<file path="src/rtl/perceptron_mac_if.sv">
// Handshake and operand bundle for perceptron_mac: start/busy/done plus packed x/w/bias and the result.
interface perceptron_mac_if #(
  parameter int WIDTH = 6,
  parameter int N     = 4
);
  logic                 start;
  logic [N*WIDTH-1:0]   x_in;
  logic [N*WIDTH-1:0]   w_in;
  logic [WIDTH-1:0]     bias;
  logic                 busy;
  logic                 done;
  logic [WIDTH-1:0]     y;
  logic                 fire;
  logic                 ovf;

  modport master (
    output start, x_in, w_in, bias,
    input  busy, done, y, fire, ovf
  );

  modport slave (
    input  start, x_in, w_in, bias,
    output busy, done, y, fire, ovf
  );
endinterface

</file>
<file path="src/rtl/perceptron_mac.sv">
// Sequential signed fixed-point MAC: y = bias + sum((x[i]*w[i]) >>> FRAC), one product per clock.
// Define PERCEPTRON_MAC_SATURATE_EN to clamp y on overflow instead of wrapping.
module perceptron_mac #(
  parameter int WIDTH = 6,
  parameter int FRAC  = 3,
  parameter int N     = 4
) (
  input  logic            clk,
  input  logic            reset,
  perceptron_mac_if.slave bus
);
  localparam int ACC_W = 2*WIDTH + $clog2(N) + 1;
  localparam int IDX_W = $clog2(N);
  localparam int PRD_W = 2*WIDTH;

  typedef enum logic [1:0] {IDLE, ACCUM, FINISH} state_t;

  state_t                    state_q, state_d;
  logic signed [ACC_W-1:0]   acc_q, acc_d;
  logic [IDX_W-1:0]          idx_q, idx_d;
  logic [N*WIDTH-1:0]        x_q, x_d;
  logic [N*WIDTH-1:0]        w_q, w_d;
  logic                      busy_q, busy_d;
  logic                      done_q, done_d;
  logic [WIDTH-1:0]          y_q, y_d;
  logic                      fire_q, fire_d;
  logic                      ovf_q, ovf_d;

  logic signed [WIDTH-1:0]   x_elem [N];
  logic signed [WIDTH-1:0]   w_elem [N];
  logic signed [PRD_W-1:0]   prod;
  logic signed [PRD_W-1:0]   prod_sh;
  logic [ACC_W-1:0]          acc_add;
  logic [ACC_W-WIDTH:0]      acc_upper;
  logic                      ovf_c;
  logic [WIDTH-1:0]          y_c;
  logic                      fire_c;

  genvar gi;
  generate
    for (gi = 0; gi < N; gi++) begin : g_elem
      assign x_elem[gi] = x_q[gi*WIDTH +: WIDTH];
      assign w_elem[gi] = w_q[gi*WIDTH +: WIDTH];
    end
  endgenerate

  // Full-width signed product; the arithmetic shift floors toward -inf.
  assign prod    = PRD_W'(x_elem[idx_q]) * PRD_W'(w_elem[idx_q]);
  assign prod_sh = prod >>> FRAC;
  assign acc_add = {{(ACC_W-PRD_W){prod_sh[PRD_W-1]}}, prod_sh};

  // The result fits iff every bit from WIDTH-1 upward equals the sign.
  assign acc_upper = acc_q[ACC_W-1:WIDTH-1];
  assign ovf_c     = !((&acc_upper) || !(|acc_upper));

`ifdef PERCEPTRON_MAC_SATURATE_EN
  assign y_c = !ovf_c         ? acc_q[WIDTH-1:0] :
               acc_q[ACC_W-1] ? {1'b1, {(WIDTH-1){1'b0}}} :
                                {1'b0, {(WIDTH-1){1'b1}}};
`else
  assign y_c = acc_q[WIDTH-1:0];
`endif

  assign fire_c = !y_c[WIDTH-1] && (|y_c);

  always_comb begin
    state_d = state_q;
    acc_d   = acc_q;
    idx_d   = idx_q;
    x_d     = x_q;
    w_d     = w_q;
    busy_d  = busy_q;
    done_d  = 1'b0;
    y_d     = y_q;
    fire_d  = fire_q;
    ovf_d   = ovf_q;
    case (state_q)
      IDLE: begin
        if (bus.start) begin
          x_d     = bus.x_in;
          w_d     = bus.w_in;
          acc_d   = {{(ACC_W-WIDTH){bus.bias[WIDTH-1]}}, bus.bias};
          idx_d   = '0;
          busy_d  = 1'b1;
          state_d = ACCUM;
        end
      end
      ACCUM: begin
        acc_d = acc_q + acc_add;
        idx_d = idx_q + IDX_W'(1);
        if (idx_q == IDX_W'(N-1)) state_d = FINISH;
      end
      FINISH: begin
        y_d     = y_c;
        fire_d  = fire_c;
        ovf_d   = ovf_c;
        done_d  = 1'b1;
        busy_d  = 1'b0;
        state_d = IDLE;
      end
      default: state_d = IDLE;
    endcase
  end

  always_ff @(posedge clk or posedge reset) begin
    if (reset) begin
      state_q <= IDLE;
      acc_q   <= '0;
      idx_q   <= '0;
      x_q     <= '0;
      w_q     <= '0;
      busy_q  <= 1'b0;
      done_q  <= 1'b0;
      y_q     <= '0;
      fire_q  <= 1'b0;
      ovf_q   <= 1'b0;
    end else begin
      state_q <= state_d;
      acc_q   <= acc_d;
      idx_q   <= idx_d;
      x_q     <= x_d;
      w_q     <= w_d;
      busy_q  <= busy_d;
      done_q  <= done_d;
      y_q     <= y_d;
      fire_q  <= fire_d;
      ovf_q   <= ovf_d;
    end
  end

  assign bus.busy = busy_q;
  assign bus.done = done_q;
  assign bus.y    = y_q;
  assign bus.fire = fire_q;
  assign bus.ovf  = ovf_q;
endmodule

</file>
<file path="src/flat_wrapper.sv">
// flat-port wrapper written by rule: the top's interface ports become plain ports
module perceptron_mac_flat 
#(
  parameter int WIDTH = 6,
  parameter int FRAC  = 3,
  parameter int N     = 4
)
  (clk, reset, bus_start, bus_x_in, bus_w_in, bus_bias, bus_busy, bus_done, bus_y, bus_fire, bus_ovf);
  perceptron_mac_if #(.WIDTH(WIDTH), .N(N)) bus_i ();
  input  logic clk;
  input  logic reset;
  input wire logic [$bits(bus_i.start)-1:0] bus_start;
  input wire logic [$bits(bus_i.x_in)-1:0] bus_x_in;
  input wire logic [$bits(bus_i.w_in)-1:0] bus_w_in;
  input wire logic [$bits(bus_i.bias)-1:0] bus_bias;
  output wire logic [$bits(bus_i.busy)-1:0] bus_busy;
  output wire logic [$bits(bus_i.done)-1:0] bus_done;
  output wire logic [$bits(bus_i.y)-1:0] bus_y;
  output wire logic [$bits(bus_i.fire)-1:0] bus_fire;
  output wire logic [$bits(bus_i.ovf)-1:0] bus_ovf;
  assign bus_i.start = bus_start;
  assign bus_i.x_in = bus_x_in;
  assign bus_i.w_in = bus_w_in;
  assign bus_i.bias = bus_bias;
  assign bus_busy = bus_i.busy;
  assign bus_done = bus_i.done;
  assign bus_y = bus_i.y;
  assign bus_fire = bus_i.fire;
  assign bus_ovf = bus_i.ovf;
  perceptron_mac #(.WIDTH(WIDTH), .FRAC(FRAC), .N(N)) u_core (.clk(clk), .reset(reset), .bus(bus_i));
endmodule
</file>
<file path="config.mk">
export PLATFORM = sky130hd
export DESIGN_NAME = perceptron_mac_flat
export DESIGN_NICKNAME = d
export VERILOG_FILES = /design/src/rtl/perceptron_mac_if.sv /design/src/rtl/perceptron_mac.sv /design/src/flat_wrapper.sv
export SDC_FILE = /design/constraint.sdc
export NUM_CORES = 1
export LEC_CHECK = 0
export BUFFER_PORTS_ARGS = -buffer_cell sky130_fd_sc_hd__buf_2
export CORE_MARGIN = 2
export CORE_UTILIZATION = 50
export DETAILED_ROUTE_END_ITERATION = 8
export MAX_ROUTING_LAYER = met4
export PLACE_DENSITY_LB_ADDON = 0.2
export SETUP_SLACK_MARGIN = 0.5
export SLEW_MARGIN = 10
export SYNTH_ARGS = -nofsm -noshare
export SYNTH_HDL_FRONTEND = slang
export SYNTH_SLANG_ARGS = --single-unit
</file>
<file path="constraint.sdc">
create_clock -name clk -period 7.9 [get_ports clk]
set_clock_uncertainty 0.1 [all_clocks]
set_input_delay 1.58 -clock clk [delete_from_list [all_inputs] [get_ports clk]]
set_output_delay 1.58 -clock clk [all_outputs]
set_load 0.01 [all_outputs]
</file>
Yosys cells after proc, flatten, opt, wreduce, memory -nomap -nowiden
Cells that the tools add are included.

$add $sub $neg: 2. Multiply operators: 1. $lt $le $gt $ge: 1. Equality and inequality tests: 5. Muxes and demuxes: 16. Bitwise operators: 1. Reductions and logical operators: 15.

Operators with widths (number): $pmux W15 S2 (1); $bmux W6 S2 (2); $mux W6 (4); $add A15 B15 Y15 (1); $mux W15 (1); $mul A6 B6 Y12 (1); $reduce_and A10 Y1 (1); $reduce_or A10 Y1 (1); $pmux W2 S2 (2); $reduce_and A2 Y1 (4); $mux W2 (3); $reduce_or A6 Y1 (1); $eq A2 B2 Y1 const B (2); $reduce_bool A2 Y1 (2); $ge A3 B3 Y1 const B (1); $logic_not A1 Y1 (3); $not A2 Y3 (1); $add A2 B1 Y2 const B (1); $eq A2 B1 Y1 const B (1); $logic_not A2 Y1 (1); $mux W1 (2); $ne A2 B1 Y1 const B (1); $ne A2 B2 Y1 const B (1); $pmux W1 S2 (1); other kinds (2) (2).

Register bits after elaboration: 77. Bits of input ports: 57. Output and inout port bits: 10. Word-level logic and storage cells: 51.

Logic depth before layout (Yosys ltp)
Gate-level depths: netlist (run 1).

Depth after elaboration: 7. Mapped depth: 27. Gate-level depth less buffers: 25.

Worst setup path before layout (run 1)
OpenSTA, ideal clock, no wires.

Kind: flip-flop to flip-flop. Start point: register u_core.idx_q[0]. End point: register u_core.acc_q[14]. Library setup time: 0.087 ns. Arrival: 6.903 ns. Required time: 7.713 ns. Slack: 0.810 ns. Cell stages (with the launch flop): 27. Buffers on the path: 3. Clock period less this slack: 7.090 ns. Cell sequence: dfrtp_1 clkbuf_1 buf_2 mux4_2 nand2_1 inv_1 fa_1 inv_1 fa_1 inv_1 fa_1 fa_1 ha_1 a21o_1 a221oi_1 a21oi_1 xnor2_1 inv_1 ha_1 buf_6 a21oi_2 nand2_1 a221o_2 a31oi_4 o21ai_2 or4b_1 o211ai_1.

Word-level cells in the longest chain between the ends: 7. Elaborated cells on any way between the ends: 10. Those cells by class: 1 x add/sub; 1 x mul; 7 x mux; 1 x bitwise.

Ends and longest elaborated chain: start: declaration (line perceptron_mac.sv:20) `logic [IDX_W-1:0] idx_q, idx_d;`; start signal: assignment (line perceptron_mac.sv:120) `idx_q <= idx_d;`; $not A2 Y3 (not written as such) (*) (line perceptron_mac.sv:48) `assign prod = PRD_W'(x_elem[idx_q]) * PRD_W'(w_elem[idx_q]);`; $bmux W6 S2 (line perceptron_mac.sv:48); $mux W6 (not written as such) (2 in a row) (line perceptron_mac.sv:48); $mul A6 B6 Y12 (*) (line perceptron_mac.sv:48); $add A15 B15 Y15 (*) (line perceptron_mac.sv:89) `acc_d = acc_q + acc_add;`; $pmux W15 S2 (*) (line perceptron_mac.sv:77) `case (state_q)`; end signal: assignment (line perceptron_mac.sv:108) `acc_q <= '0;`; end signal: assignment (line perceptron_mac.sv:119) `acc_q <= acc_d;`; end: declaration (line perceptron_mac.sv:19) `logic signed [ACC_W-1:0] acc_q, acc_d;`.

Mark *: on every way between the ends. The rest lies on a longest branch, timed or not. The select of a mux whose other input is x is not followed. A chain may end at the register's enable or synchronous reset.

Final worst setup path (run 1)
Same ends and word-level chain as after synthesis.

==> results of run 1 <==
worst max path at each step:
stage | to | slack (ps) | cells past startpoint | start
floorplan | u_core.acc_q[14] | 810 | 26 | u_core.idx_q[0]
global placement | u_core.acc_q[14] | 540 | 24 | u_core.idx_q[0]
detailed placement | u_core.acc_q[14] | 370 | 23 | u_core.idx_q[0]
CTS | u_core.acc_q[14] | 530 | 23 | u_core.idx_q[0]
global route | u_core.acc_q[14] | 510 | 22 | u_core.idx_q[0]
finish | u_core.acc_q[14] | 850 | 22 | u_core.idx_q[0]
final cells by class:
| type | count | area, um2 | area share, % |
|---|---|---|---|
| multi-input cells | 328 | 3130 | 52.4 |
| inverters | 36 | 135 | 2.26 |
| repair buffers | 76 | 418 | 6.99 |
| flip-flops and latches | 77 | 1930 | 32.3 |
| clock buffers | 11 | 141 | 2.37 |
| well taps | 136 | 170 | 2.85 |
| clock inverters | 4 | 48.8 | 0.817 |
registers in the layout, summed over array words and instances (netlist names):
name / flops
u_core.w_q: 24
u_core.x_q: 24
u_core.acc_q: 15
u_core.bus.y: 6
u_core.idx_q: 2
u_core.state_q: 2
u_core.bus.busy: 1
u_core.bus.done: 1
u_core.bus.fire: 1
u_core.bus.ovf: 1
worst min-delay path, delay by kind of cell, from the launching register on:
kind | cells | cell delay [ps]
DFF | 1 | 350
and+or+nand+nor | 1 | 50
AOI/OAI and AO/OA | 1 | 60
kinds of logic (layout without fill, tap and decap cells):
| family | Yosys count | count (layout) | synth area share [%] |
|---|---|---|---|
| AND/OR/NAND/NOR | 92 | 92 | 9.00 |
| AO/OA/AOI/OAI | 81 | 81 | 10.4 |
| flip-flops | 77 | 77 | 36.8 |
| multiplexers | 68 | 68 | 16.9 |
| adder cells (fa/ha/maj) | 64 | 64 | 19.1 |
| buffers and inverters | 52 | 127 | 3.89 |
| XOR/XNOR | 23 | 23 | 3.84 |
cells in the final DEF (no fill, tap or decap), drive strengths merged, types with 4 or more instances in the layout:
master / Yosys / final
nand3: 6 / 6
o31ai: 4 / 4
xnor2: 18 / 18
mux4: 11 / 11
a21o: 7 / 7
nor2: 18 / 18
o21ai: 18 / 18
o21bai: 7 / 7
a22oi: 4 / 4
clkbuf: 13 / 11
inv: 36 / 36
dfrtp: 77 / 77
a211oi: 4 / 4
fa: 27 / 27
xor2: 5 / 5
buf: 3 / 76
and2: 25 / 25
a221o: 4 / 4
ha: 37 / 37
a21oi: 23 / 23
nand2: 23 / 23
mux2: 55 / 55
per-layer routing:
metal  track usage, %  vias to the layer above  part of all wire, %  wire length, um
met5                -                        -                    0                0
met1             25.3                     1831                   44             4660
met4             6.86                        0                  1.9              196
li1                 -                     1744                    -                -
met2             34.9                       84                   50             5290
met3             5.15                       17                  4.0              422
per-stage QoR:
step / cell area [um2] / hold slack, ps / setup WS (ps) / cells / utilization (%)
2_1_floorplan: 5240 / 375 / 810 / 457 / -
3_3_place_gp: 5720 / 362 / 539 / 649 / 55.9
3_5_place_dp: 5720 / 376 / 374 / 649 / 55.9
4_1_cts: 5910 / 399 / 534 / 664 / 57.8
5_1_grt: 5970 / 425 / 510 / 668 / 58.4
6_report: 5970 / 391 / 853 / 668 / 58.4
timing repair:
item	4_1_cts	5_1_grt
setup buffers	0	4
setup endpoints to repair	1	2
gates resized for setup	1	5
cloned	0	0
==> summary.md, run 1 <==
| Metric | Value |
|---|---|
| Initial DRC Count | `107` |
| CP max stage delay | `approximately 560 ps` |
| CTS Hold Bufs | `0` |
| Detailed Routing Iterations Pass 1 | `4` |
| Final slew viol count | `0` |
| Final antenna-violating net count | `0` |
| Worst path most repeated cell | `fa_1` |
| GP Congestion | `0.878` |
| Post-synthesis cell count | `between 400 and 500` |
| Die W | `roughly 110 um` |
| Syn-to-layout area delta | `14.0%` |
| Final nets | `between 600 and 700` |
| Yosys reg bits | `between 70 and 80` |
| Worst Hold End | `u_core.bus.ovf` |
| Reg clk slew, reported paths | `roughly 90 ps` |
| Area leader, netlist | `dfrtp_1` |
| Port Buffer Count | `66` |
| Max-cap violations | `0` |
| Number of buffers and inverters on the critical path | `3` |
| First-pass GRT wire length | `between 15000 and 20000 um` |
| Std cell rows | `37` |
| Critical Path RT | `8090 ps` |
| Synth top cells by count | `dfrtp_1, mux2_2, ha_1, inv_1, fa_1` |
| Reg2reg start | `u_core.idx_q[0]` |
| Vias in the first global route | `between 3000 and 4000` |
| I/O pin cnt | `67` |
| Most numerous cell in the Yosys netlist | `dfrtp_1` |
| Outcome | `finished, final reports clean` |
| Syn nets | `slightly below 600` |
| Final Hold Viols | `0` |
| Min-delay src | `u_core.bus.ovf` |
| CTS tree | `built` |
| Sequential share of the synthesized area | `between 30% and 40%` |
| Final clock period utilization by the worst path | `89.2%` |
| H-tree levels | `3` |
| CTS Buf Count | `9` |
| Setup TNS | `0 ps` |
| Overflow after GRT | `0` |
| Hold WC Path Type | `flip-flop to flip-flop` |
| Slew @ Worst Pin | `between 900 and 1000 ps` |
| Reg2Reg Depth | `22` |
| Setup violations, final | `0` |
| DIE AREA | `between 10000 and 15000 um2` |
| Post-synth ARST share | `100%` |
| Initial core utilization | `51.2%` |
| Hold path cells | `2` |
| Largest net degree at the start of global routing | `78` |
| Share of cells above drive strength 1 | `32.0%` |
| Post-Route WL | `approximately 11000 um` |
| Clock root buffer | `clkbuf_8` |
| Yosys top cell area share | `36.8%` |
| CORE AREA | `slightly above 10000 um2` |
| Initial antenna violation count | `0` |
| Die Y-Extent | `about 110 um` |
| Vias per Instance | `between 5 and 6` |
| Fmax achieved | `142 MHz` |
| CP Cell Sequence | `buf_12 > mux4_2 > or2_2 > fa_1 > fa_1 > inv_1 > fa_1 > fa_1 > ha_1 > a21o_1 > a221oi_1 > a21oi_1 > xnor2_2 > inv_1 > ha_1 > nand3_1 > nor2_1 > a221o_2 > a31oi_4 > o21ai_2 > or4b_1 > o211ai_1` |
| R2r setup slk | `between 800 and 900 ps` |
| Number of flops mapped to enable cells by yosys | `0` |
| Worst-path cell with the longest stage delay | `fa_1` |
| Area contributors post-synth | `dfrtp_1, mux2_2, fa_1, ha_1, mux4_2` |
| Relative slew margins | `~37%` |
| Residual DRC count | `0` |
| Vias | `between 3000 and 4000` |
| Crit path DAT | `approximately 7200 ps` |
| Main flop type after synthesis | `dfrtp_1` |
| Delay-heaviest family, CP | `adder cells` |
| Syn_area_per_cell | `11.5 um2` |
| Worst setup EP type | `flip-flop` |
| Synthesis Warnings | `0` |
| Cell variety after synth | `49` |
| Minimum clock period | `7050 ps` |
| Total GRT Usage | `21.0%` |
| Worst-case clock buffer depth | `2` |
| Crit path kind | `flip-flop to flip-flop` |
| Insertion delay to the later sink of the worst-skew pair | `around 370 ps` |
| CP max FO | `9` |
| Diode count | `0` |
| Worst Setup Start Kind | `flip-flop` |
| Mapped cell area | `~5200 um2` |
| Reg-to-reg critical path endpoint | `u_core.acc_q[14]` |
| RSZ-0062 raised after global routing | `no` |
| DP HPWL | `about 8300 um` |
| Fillers | `864` |
| Drt wl/cell | `~16 um` |
| Sink Count | `77` |
Power of run 1 is left out: the tool's default activity adds up to more than one toggle a clock period on the data nets, which glitch-free logic cannot reach.
==> inputs of run 2 (changes only) <==
--- a/config.mk
+++ b/config.mk
@@ -7,8 +7,9 @@
 export LEC_CHECK = 0
 export BUFFER_PORTS_ARGS = -buffer_cell sky130_fd_sc_hd__buf_2
 export CORE_MARGIN = 2
-export CORE_UTILIZATION = 50
+export CORE_UTILIZATION = 40
 export DETAILED_ROUTE_END_ITERATION = 8
+export GPL_ROUTABILITY_DRIVEN = 0
 export MAX_ROUTING_LAYER = met4
 export PLACE_DENSITY_LB_ADDON = 0.2
 export SETUP_SLACK_MARGIN = 0.5
==> run 2 against run 1 <==
Effect of this change:
- core utilization fell by 11 points
- first-iteration DRC count up 21%
- sequential share of layout area fell by 0.53 points
- global-route usage decreased by 3.8 points
==> summary.md, run 2 (same netlist as run 1, synthesis figures left out) <==
| Metric | Value |
|---|---|
| Overflow after GRT | `0 (unchanged)` |
| Insertion delay to the later sink of the worst-skew pair | `350 ps (-20 ps)` |
| DIE AREA | `14000 um2 (+24%)` |
| Reg clk slew, reported paths | `60 ps (-30 ps)` |
| Clock root buffer | `clkbuf_16` |
| Largest net degree at the start of global routing | `78 (unchanged)` |
| Port Buffer Count | `66 (unchanged)` |
| Setup violations, final | `0 (unchanged)` |
| CP max FO | `12 (+3)` |
| I/O pin cnt | `67 (unchanged)` |
| Std cell rows | `41 (+11%)` |
| Relative slew margins | `35.0% (-2.3 points)` |
| Die Y-Extent | `118 um (+11%)` |
| CORE AREA | `12700 um2 (+24%)` |
| Most common cell after layout, fill and taps aside | `dfrtp_1` |
| Crit path kind | `flip-flop to flip-flop` |
| Final Hold Viols | `0 (unchanged)` |
| Total GRT Usage | `17.2% (-3.8 points)` |
| Fillers | `1252 (+45%)` |
| RSZ-0062 raised after global routing | `no` |
| CTS tree | `built` |
| Initial core utilization | `41.2% (-10 points)` |
| Max-cap violations | `0 (unchanged)` |
| Diode count | `0 (unchanged)` |
| Final nets | `646 (-0.46%)` |
| Detailed Routing Iterations Pass 1 | `4 (unchanged)` |
| Final slew viol count | `0 (unchanged)` |
| Reg area | `1930 um2 (unchanged)` |
| Post-Route WL | `10800 um (+2.3%)` |
| Vias | `3653 (-0.63%)` |
| Syn-to-layout area delta | `15.9%` |
| Sink Count | `77 (unchanged)` |
| Slew @ Worst Pin | `975 ps (+34.8 ps)` |
| Initial DRC Count | `130 (+21%)` |
| Minimum clock period | `6960 ps (-85.5 ps)` |
| Vias per Instance | `5.20 (-5.4%)` |
| Final clock period utilization by the worst path | `88.1% (-1.1 points)` |
| CTS Hold Bufs | `0 (unchanged)` |
| Final antenna-violating net count | `0 (unchanged)` |
| CTS Buf Count | `9 (unchanged)` |
| Drt wl/cell | `15.4 um (-2.7%)` |
| Hold WC Path Type | `flip-flop to flip-flop` |
| Multi-input gate area | `3130 um2 (-0.12%)` |
| Worst-case clock buffer depth | `2 (unchanged)` |
| Outcome | `finished, final reports clean` |
| Crit path DAT | `7130 ps (-110 ps)` |
| Vias in the first global route | `3829 (-0.73%)` |
| Critical Path RT | `8070 ps (-20 ps)` |
| Die W | `118 um (+11%)` |
| DP HPWL | `8200 um (-0.85%)` |
| Residual DRC count | `0 (unchanged)` |
| Worst Setup Start Kind | `flip-flop` |
| Most frequent cells in the layout | `dfrtp_1, buf_2, mux2_2, ha_1, inv_1` |
| Initial antenna violation count | `0 (unchanged)` |
| Top flop regs | `u_core.w_q x24, u_core.x_q x24, u_core.acc_q x15` |
| First-pass GRT wire length | `18800 um (+3.7%)` |
| Fmax achieved | `144 MHz (+1.2%)` |
| Worst setup EP type | `flip-flop` |
| H-tree levels | `3 (unchanged)` |
| Share of cells above drive strength 1 | `31.9% (-0.068 points)` |
| Setup TNS | `0 ps (unchanged)` |
==> run 2: cell count changes in the layout (fill, tap and decap cells not counted), moves of 2 or more <==
cell       before  now
inv_6           0    2
buf_4           9    7
clkbuf_8       10    1
clkbuf_16       0    9
==> run 2: what timing repair did <==
action / 4_1_cts / 5_1_grt
endpoints found under the setup margin: 1 / 2
pin swaps: 0 / 1
buffers inserted: 0 / 1
gates cloned: 0 / 0
gates resized for setup: 1 / 5
==> run 2: final timing paths <==
path,slack [ps],startpoint,endpoint,cells past startpoint
worst max-delay path,940,u_core.idx_q[0],u_core.acc_q[14],21
worst min-delay path,380,u_core.bus.ovf,u_core.bus.ovf,2
worst max register to register,940,u_core.idx_q[0],u_core.acc_q[14],21
worst min register to register,380,u_core.bus.ovf,u_core.bus.ovf,2
max in group asynchronous,5550,reset,u_core.idx_q[0],3
min in group asynchronous,1400,reset,u_core.w_q[12],3
==> run 2: cell type report <==
type,instances,share of cell area [%]
repair buffers,73,6.30
well taps,172,3.54
clock inverters,6,0.742
multi-input cells,328,51.5
flip-flops and latches,77,31.8
inverters,36,2.22
clock buffers,10,3.93
==> run 2: critical path, stage by stage, from the launching register on <==
cell and delay (ps):
dfrtp_4 550, mux4_2 580, or2_2 310, fa_1 510, fa_1 540, inv_1 50
fa_1 560, fa_1 450, ha_1 310, a21o_1 170, a221oi_1 280, a21oi_1 160
xnor2_2 280, inv_2 150, ha_1 390, nand3_1 170, nor2_1 100, a221o_2 360
a31oi_4 190, o21ai_2 90, or4b_1 460, o211ai_1 100
==> run 2: per-stage QoR <==
stage | instance area [um2] | hold slack [ps] | utilization, % | setup WS [ps] | cells
after global placement | 5770 | 357 | 45.3 | 571 | 685
final | 6070 | 384 | 47.7 | 939 | 702
after CTS | 6050 | 384 | 47.6 | 608 | 701
after global routing | 6070 | 422 | 47.7 | 539 | 702
after floorplan | 5240 | 375 | - | 810 | 457
after detailed placement | 5770 | 369 | 45.3 | 396 | 685
==> run 2: routing by layer <==
metal,share of wire [%],global-route usage [%],vias up
li1,-,-,1753
met1,46,21.8,1821
met2,48,27.2,63
met3,3.5,3.28,16
met4,2.2,7.07,0
met5,0,-,-
Power of run 2 is left out for the same reason.
